==> src/rtl/encoder_drain_nto_log2.sv <==
// Purpose: registered N-to-log2(N) priority encoder; drains every set bit of a request vector as a stream of indices.
// Latency: first index valid the cycle after the vector is accepted, then one index per cycle while out_ready is high.
// Backpressure: out_ready low holds index/last/pend stable; in_ready only opens in IDLE or on the final transfer.
// Optional feature: define ENC_ONEHOT_CHECK_EN to add err_pulse/err_cnt reporting of non-one-hot input vectors.
module encoder_drain_nto_log2 #(
   parameter int N         = 8,
   parameter int MSB_FIRST = 0
) (
   input  logic                 clk,
   input  logic                 rst_n,
   input  logic                 in_valid,
   output logic                 in_ready,
   input  logic [N-1:0]         in_vec,
   output logic                 out_valid,
   input  logic                 out_ready,
   output logic [$clog2(N)-1:0] out_idx,
   output logic                 out_last,
   output logic                 busy
`ifdef ENC_ONEHOT_CHECK_EN
   ,
   output logic                 err_pulse,
   output logic [7:0]           err_cnt
`endif
);

   localparam int W = $clog2(N);

   typedef enum logic {
      IDLE  = 1'b0,
      DRAIN = 1'b1
   } state_t;

   state_t         state, state_nxt;
   logic [N-1:0]   pend, pend_nxt;
   logic [W-1:0]   sel_idx;
   logic           pend_single;
   logic           in_accept;
   logic           out_xfer;
   logic           vec_nonzero;

   // Priority pick over pend: the last match in scan order wins, so scan away from the preferred end.
   always_comb begin
      sel_idx = '0;
      for (int i = 0; i < N; i++) begin
         if (MSB_FIRST != 0) begin
            if (pend[i]) sel_idx = W'(i);
         end else begin
            if (pend[N-1-i]) sel_idx = W'(N-1-i);
         end
      end
   end

   // Exactly one bit pending means the current index is the last one of this vector.
   assign pend_single = (pend != '0) && ((pend & (pend - 1'b1)) == '0);
   assign vec_nonzero = (in_vec != '0);

   // Outputs decode purely from registered state; in_ready is the only path from out_ready.
   always_comb begin
      out_valid = (state == DRAIN);
      out_idx   = (state == DRAIN) ? sel_idx : '0;
      out_last  = (state == DRAIN) && pend_single;
      busy      = (state == DRAIN);
      in_ready  = (state == IDLE) ? 1'b1 : (out_last && out_ready);
   end

   assign in_accept = in_valid && in_ready;
   assign out_xfer  = out_valid && out_ready;

   // Next-state and pending-bit update; a final transfer may hand straight over to a new vector.
   always_comb begin
      state_nxt = state;
      pend_nxt  = pend;
      case (state)
         IDLE: begin
            if (in_accept && vec_nonzero) begin
               pend_nxt  = in_vec;
               state_nxt = DRAIN;
            end
         end
         DRAIN: begin
            if (out_xfer) begin
               pend_nxt[sel_idx] = 1'b0;
               if (out_last) begin
                  if (in_accept && vec_nonzero) begin
                     pend_nxt  = in_vec;
                     state_nxt = DRAIN;
                  end else begin
                     pend_nxt  = '0;
                     state_nxt = IDLE;
                  end
               end
            end
         end
         default: begin
            state_nxt = IDLE;
            pend_nxt  = '0;
         end
      endcase
   end

   // State and pending register; reset discards anything still being drained.
   always_ff @(posedge clk) begin
      if (!rst_n) begin
         state <= IDLE;
         pend  <= '0;
      end else begin
         state <= state_nxt;
         pend  <= pend_nxt;
      end
   end

`ifdef ENC_ONEHOT_CHECK_EN
   logic vec_onehot;
   assign vec_onehot = vec_nonzero && ((in_vec & (in_vec - 1'b1)) == '0);

   // Flag each accepted vector that is zero or multi-hot; the counter sticks at 255.
   always_ff @(posedge clk) begin
      if (!rst_n) begin
         err_pulse <= 1'b0;
         err_cnt   <= 8'd0;
      end else begin
         err_pulse <= in_accept && !vec_onehot;
         if (in_accept && !vec_onehot && (err_cnt != 8'hFF)) begin
            err_cnt <= err_cnt + 8'd1;
         end
      end
   end
`endif

endmodule

==> config.mk <==
export PLATFORM = sky130hd
export DESIGN_NAME = encoder_drain_nto_log2
export DESIGN_NICKNAME = d
export VERILOG_FILES = /design/src/rtl/encoder_drain_nto_log2.sv
export SDC_FILE = /design/constraint.sdc
export NUM_CORES = 1
export LEC_CHECK = 0
export CAP_MARGIN = 20
export CORE_MARGIN = 3
export CORE_UTILIZATION = 46
export DETAILED_ROUTE_END_ITERATION = 12
export HOLD_SLACK_MARGIN = 0.12
export PLACE_DENSITY = 0.76
export RECOVER_POWER = 25
export SLEW_MARGIN = 20
export SYNTH_ARGS = -nofsm -noshare
export SYNTH_HDL_FRONTEND = slang
export SYNTH_SLANG_ARGS = --single-unit
==> constraint.sdc <==
create_clock -name clk -period 2.3 [get_ports clk]
set_input_delay 0.23 -clock clk [delete_from_list [all_inputs] [get_ports clk]]
set_output_delay 0.23 -clock clk [all_outputs]
set_load 0.05 [all_outputs]
; Word level (Yosys, flattened, before mapping)
; Index checks and enable logic that the tools add are counted.
[op_classes]
n_addsub = 1
n_lt_le_gt_ge = 2
n_eq_ne = 2
mux = 21
bitwise_logic = 4
n_reduce_logical = 11
[op_table]
columns = cell, count
row1 = 8-bit two-way mux, 4
row2 = 3-bit two-way mux, 9
row3 = 8-bit bitwise AND, 2
row4 = 8-bit one-hot mux with 2 select lines, 1
row5 = 8-bit nonzero test, 2
row6 = 8-bit logical NOT, 1
row7 = 8-bit NOT, 1
row8 = "8-bit by 1-bit subtractor with 8-bit output, second input constant", 1
row9 = 1-bit logical AND, 7
row10 = 1-bit two-way mux, 5
row11 = "3-bit by 4-bit less-than comparator with 1-bit output, second input constant", 1
row12 = "2-bit by 1-bit inequality test with 1-bit output, second input constant", 2
row13 = 1-bit demux with 3-bit select, 1
row14 = "3-bit by 1-bit >= comparator with 1-bit output, second input constant", 1
row15 = 1-bit one-hot mux with 2 select lines, 1
row16 = 2-bit AND reduction, 1
row17 = 1-bit NOT, 1
[totals]
ff_bits = 9
inputBits = 12
output_inout_bits = 7
wordCells = 43

; Depth between registers and ports, before layout
[depth]
depth_word = 17
mapped_depth = 6
depth_no_buf = 5

; Worst setup path before layout
; Ideal clock, no wire load.
[synth_path]
path_kind = register to output
start = reg state, in the netlist busy
end = out out_idx[0]
arrival_ps = 2160
required_time_ps = 2070
path_slack_ps = -90
path_stages_with_launch = 3
n_path_buf = 1
path_cell_list = dfxtp_1 clkbuf_1 nor3b_1
[synth_between]
elab_chain_cells = 1
[synth_lines]
columns = element, line
row1 = from (decl), 33  ; state_t state, state_nxt;
row2 = from (signal assigned), 107  ; state <= state_nxt;
row3 = 3-bit two-way mux, 60  ; out_idx = (state == DRAIN) ? sel_idx : '0;
row4 = to (decl), 16  ; output logic [$clog2(N)-1:0] out_idx,
; No other way between the ends.

; Worst setup path after layout
[layout_path]
start = reg pend[4]
end = out in_ready
[layout_between]
elab_chain_cells = 7
elab_cells_between_ends = 8
cone_classes = add/sub: 1 / mux: 1 / bitwise: 1 / reduce/logical: 5
[layout_lines]
columns = element, line
row1 = from (decl), 34  ; logic [N-1:0] pend, pend_nxt;
row2 = from (signal assigned), 108  ; pend <= pend_nxt;
row3 = 8-bit by 1-bit subtractor with 8-bit output, 54  ; assign pend_single = (pend != '0) && ((pend & (pend - 1'b1)) == '0);
row4 = 8-bit bitwise AND, 54
row5 = 8-bit logical NOT, 54
row6 = 1-bit logical AND (*), 54
row7 = 1-bit logical AND (*), 61  ; out_last = (state == DRAIN) && pend_single;
row8 = 1-bit logical AND (*), 63  ; in_ready = (state == IDLE) ? 1'b1 : (out_last && out_ready);
row9 = 1-bit two-way mux (*), 63
row10 = to (decl), 12  ; output logic in_ready,
; Mark *: on every way between the ends. The rest lies on a longest branch, timed or not.

==> reports/results.ini <==
[outcome]
status = finished clean

[detailed_routing]
ant_nets = 0
avgRoutedWirePerCell_um = 15.64
wl_um = 1877
drt-vias-per-instance = 6.375
drt-pass1-iter-count = 4
initialDrtViolationCount = 29
remaining_drc_errors = 0
vias = 765

[timing]
holdWs_ns = 0.5682
hold_violations = 0
grt_setup_unrepaired = false
fmax_mhz = 458.2
drv_slew = 0
period_minus_slack_ns = 2.182
setup_tns_ns = 0
slew-limit-headroom_pct = 60.69
worst_pin_slew_ns = 0.5921
setup_viol = 0
setup_ws_ns = 0.1178
skew_ns = 0.0006475
fin_crit_sh_pct = 94.88

[yosys]
synth_warnings = 0
ys_ff_latch = 9
synth_top_area_share_pct = 25.22
synth_edf_count = 0
syn_avg_cell_area_um2 = 8.307
postSynth.asyncResetShare_pct = 0
ys.flop_type = dfxtp_1
synthCells = 86
yosysSeqAreaShare_pct = 25.22
synth_nets = 98
ys_types = 39
synth_top_area_cell = dfxtp_1
syn_area_um2 = 714.4
synth_area_leaders = dfxtp_1 25%, o21ai_0 7.0%, a31oi_1 4.4%, o211ai_1 4.2%, nand2b_1 3.5%

[floorplan]
start_util_pct = 51.67
die_area_um2 = 2062
coreArea_um2 = 1383
die_h_um = 45.41
fp-row-count = 13
boundaryPins = 19
fp.dieW_um = 45.41

[layout]
fin_nets = 118
n_antenna_cell = 0
syn_to_final_growth_pct = 29.42
drive_above_1_share_pct = 19.05
fin_util_pct = 66.88

[clock_tree]
clock-root-buffer = clkbuf_4
clk_latency_ns = 0.26
cts_max_level = 1
cts_tree = built
clk_pin_slew_worst_paths_ns = 0.06
cts_buffers = 3
clock_sinks = 9
clockBufferDepth = 2

[worst_hold_path]
worstHoldPathType = in2reg

[job]
max_cap_violations = 0

[placed_design]
post-place-ws_ns = 0.3611
port_buffers = 18
hpwl_um = 1424
gp_congestion = 0.8618

[pwr]
p_leak_uw = 0.0003126
vdd_drop_max_uv = 271.6
power_density_nw_per_um2 = 567.6

[critical_path]
start_kind = flop
cp_max_fo = 9
cp.arrival_ns = 1.95
worstSetupPathType = reg2out
end_kind = output port
cp.required_ns = 2.07

[grt]
grt_pass1_wl_um = 3146
grt_max_degree = 16
grt_overflow = 0
grt_use_total_pct = 20.87
first_global_vias = 706
grt_antenna_before_repair = 0

[cell type report]
class / count / area, um2
clock buffer: 4 / 26.28
fill: 120 / 457.9
inverter: 6 / 22.52
multi-input combinational: 65 / 475.5
sequential: 9 / 180.2
tap: 15 / 18.77
timing repair buffer: 21 / 201.4
[cells by family (layout without fill, tap and decap cells)]
kind of cell	Yosys count	after routing	synth area share, %
and+or+nand+nor	26	26	25.92
AOI/OAI and AO/OA	39	39	40.63
DFF	9	9	25.22
buffers and inverters	12	31	8.230
[worst max-delay path, stage by stage (launching register included)]
cell	delay, ns
dfxtp_1	0.39
or4_1	0.58
a21oi_2	0.21
a211oi_4	0.08
a21boi_1	0.19
inv_1	0.05
buf_4	0.18
[cells in the mapped netlist, drive strengths merged (2+ instances only)]
cell type	n
o21ai	11
a21boi	2
nand2	3
nand2b	4
dfxtp	9
a21oi	4
a222oi	2
nor4	3
nor2	3
a31oi	5
inv	6
or4	2
o211ai	4
a311oi	3
buf	5
nand4	3
nor2b	4
[per-stage QoR]
stage               cells  instance area (um2)  total power [uW]
finish                120                924.6             524.8
global route          120                924.6             552.6
CTS                   118                918.4             520.9
detailed placement    114                892.1             398.0
global placement      114                892.1             395.4
floorplan              86                719.4             333.0
[power by group]
group | total, uW | internal (uW) | switching (uW)
combinational | 208 | 93.0 | 115
sequential | 191 | 167 | 24.5
clock | 126 | 67.1 | 58.6
[state kept, by name, summed over array words and instances (netlist names)]
| signal | flops |
|---|---|
| busy | 1 |
| pend | 8 |
[cells in the final DEF, fill, tap and decap left out, types with 2 or more instances in the layout]
master            n
a222oi_1          2
nor2b_1           4
clkbuf_4          3
buf_4             5
a311oi_1          2
nor2_1            3
inv_1             6
clkdlybuf4s50_1  14
a21oi_1           3
o211ai_1          4
clkbuf_1          2
a31oi_1           5
nand2b_1          4
dfxtp_1           9
nand2_1           3
o21ai_0          10
nand4_1           3
nor4_1            2
[path summary, 6_finish.rpt]
path | startpoint | endpoint | slack [ns] | cells after the start
worst max-delay path | pend[4]$_SDFFE_PN0P_ | in_ready | 0.12 | 6
worst min-delay path | in_vec[0] | pend[0]$_SDFFE_PN0P_ | 0.57 | 3
worst max register to register | pend[4]$_SDFFE_PN0P_ | pend[7]$_SDFFE_PN0P_ | 0.44 | 5
worst min register to register | pend[2]$_SDFFE_PN0P_ | pend[2]$_SDFFE_PN0P_ | 0.62 | 2
[per-layer routing]
layer  part of all wire [%]  track usage (%)  wire [um]  vias up
met5                      0                0          0        -
met4                    2.0            8.772         37        0
met3                    6.8            3.557        128        6
met2                     47            33.70        876       32
met1                     44            27.03        834      350
li1                       -                -          -      377
[repair_timing]
item	in CTS	in global routing
setup buffers	0	2
setup endpoints to repair	0	1
gates resized for setup	0	0
hold buffers	0	0
hold endpoints to repair	0	0
(Power assumes the default switching activity.)
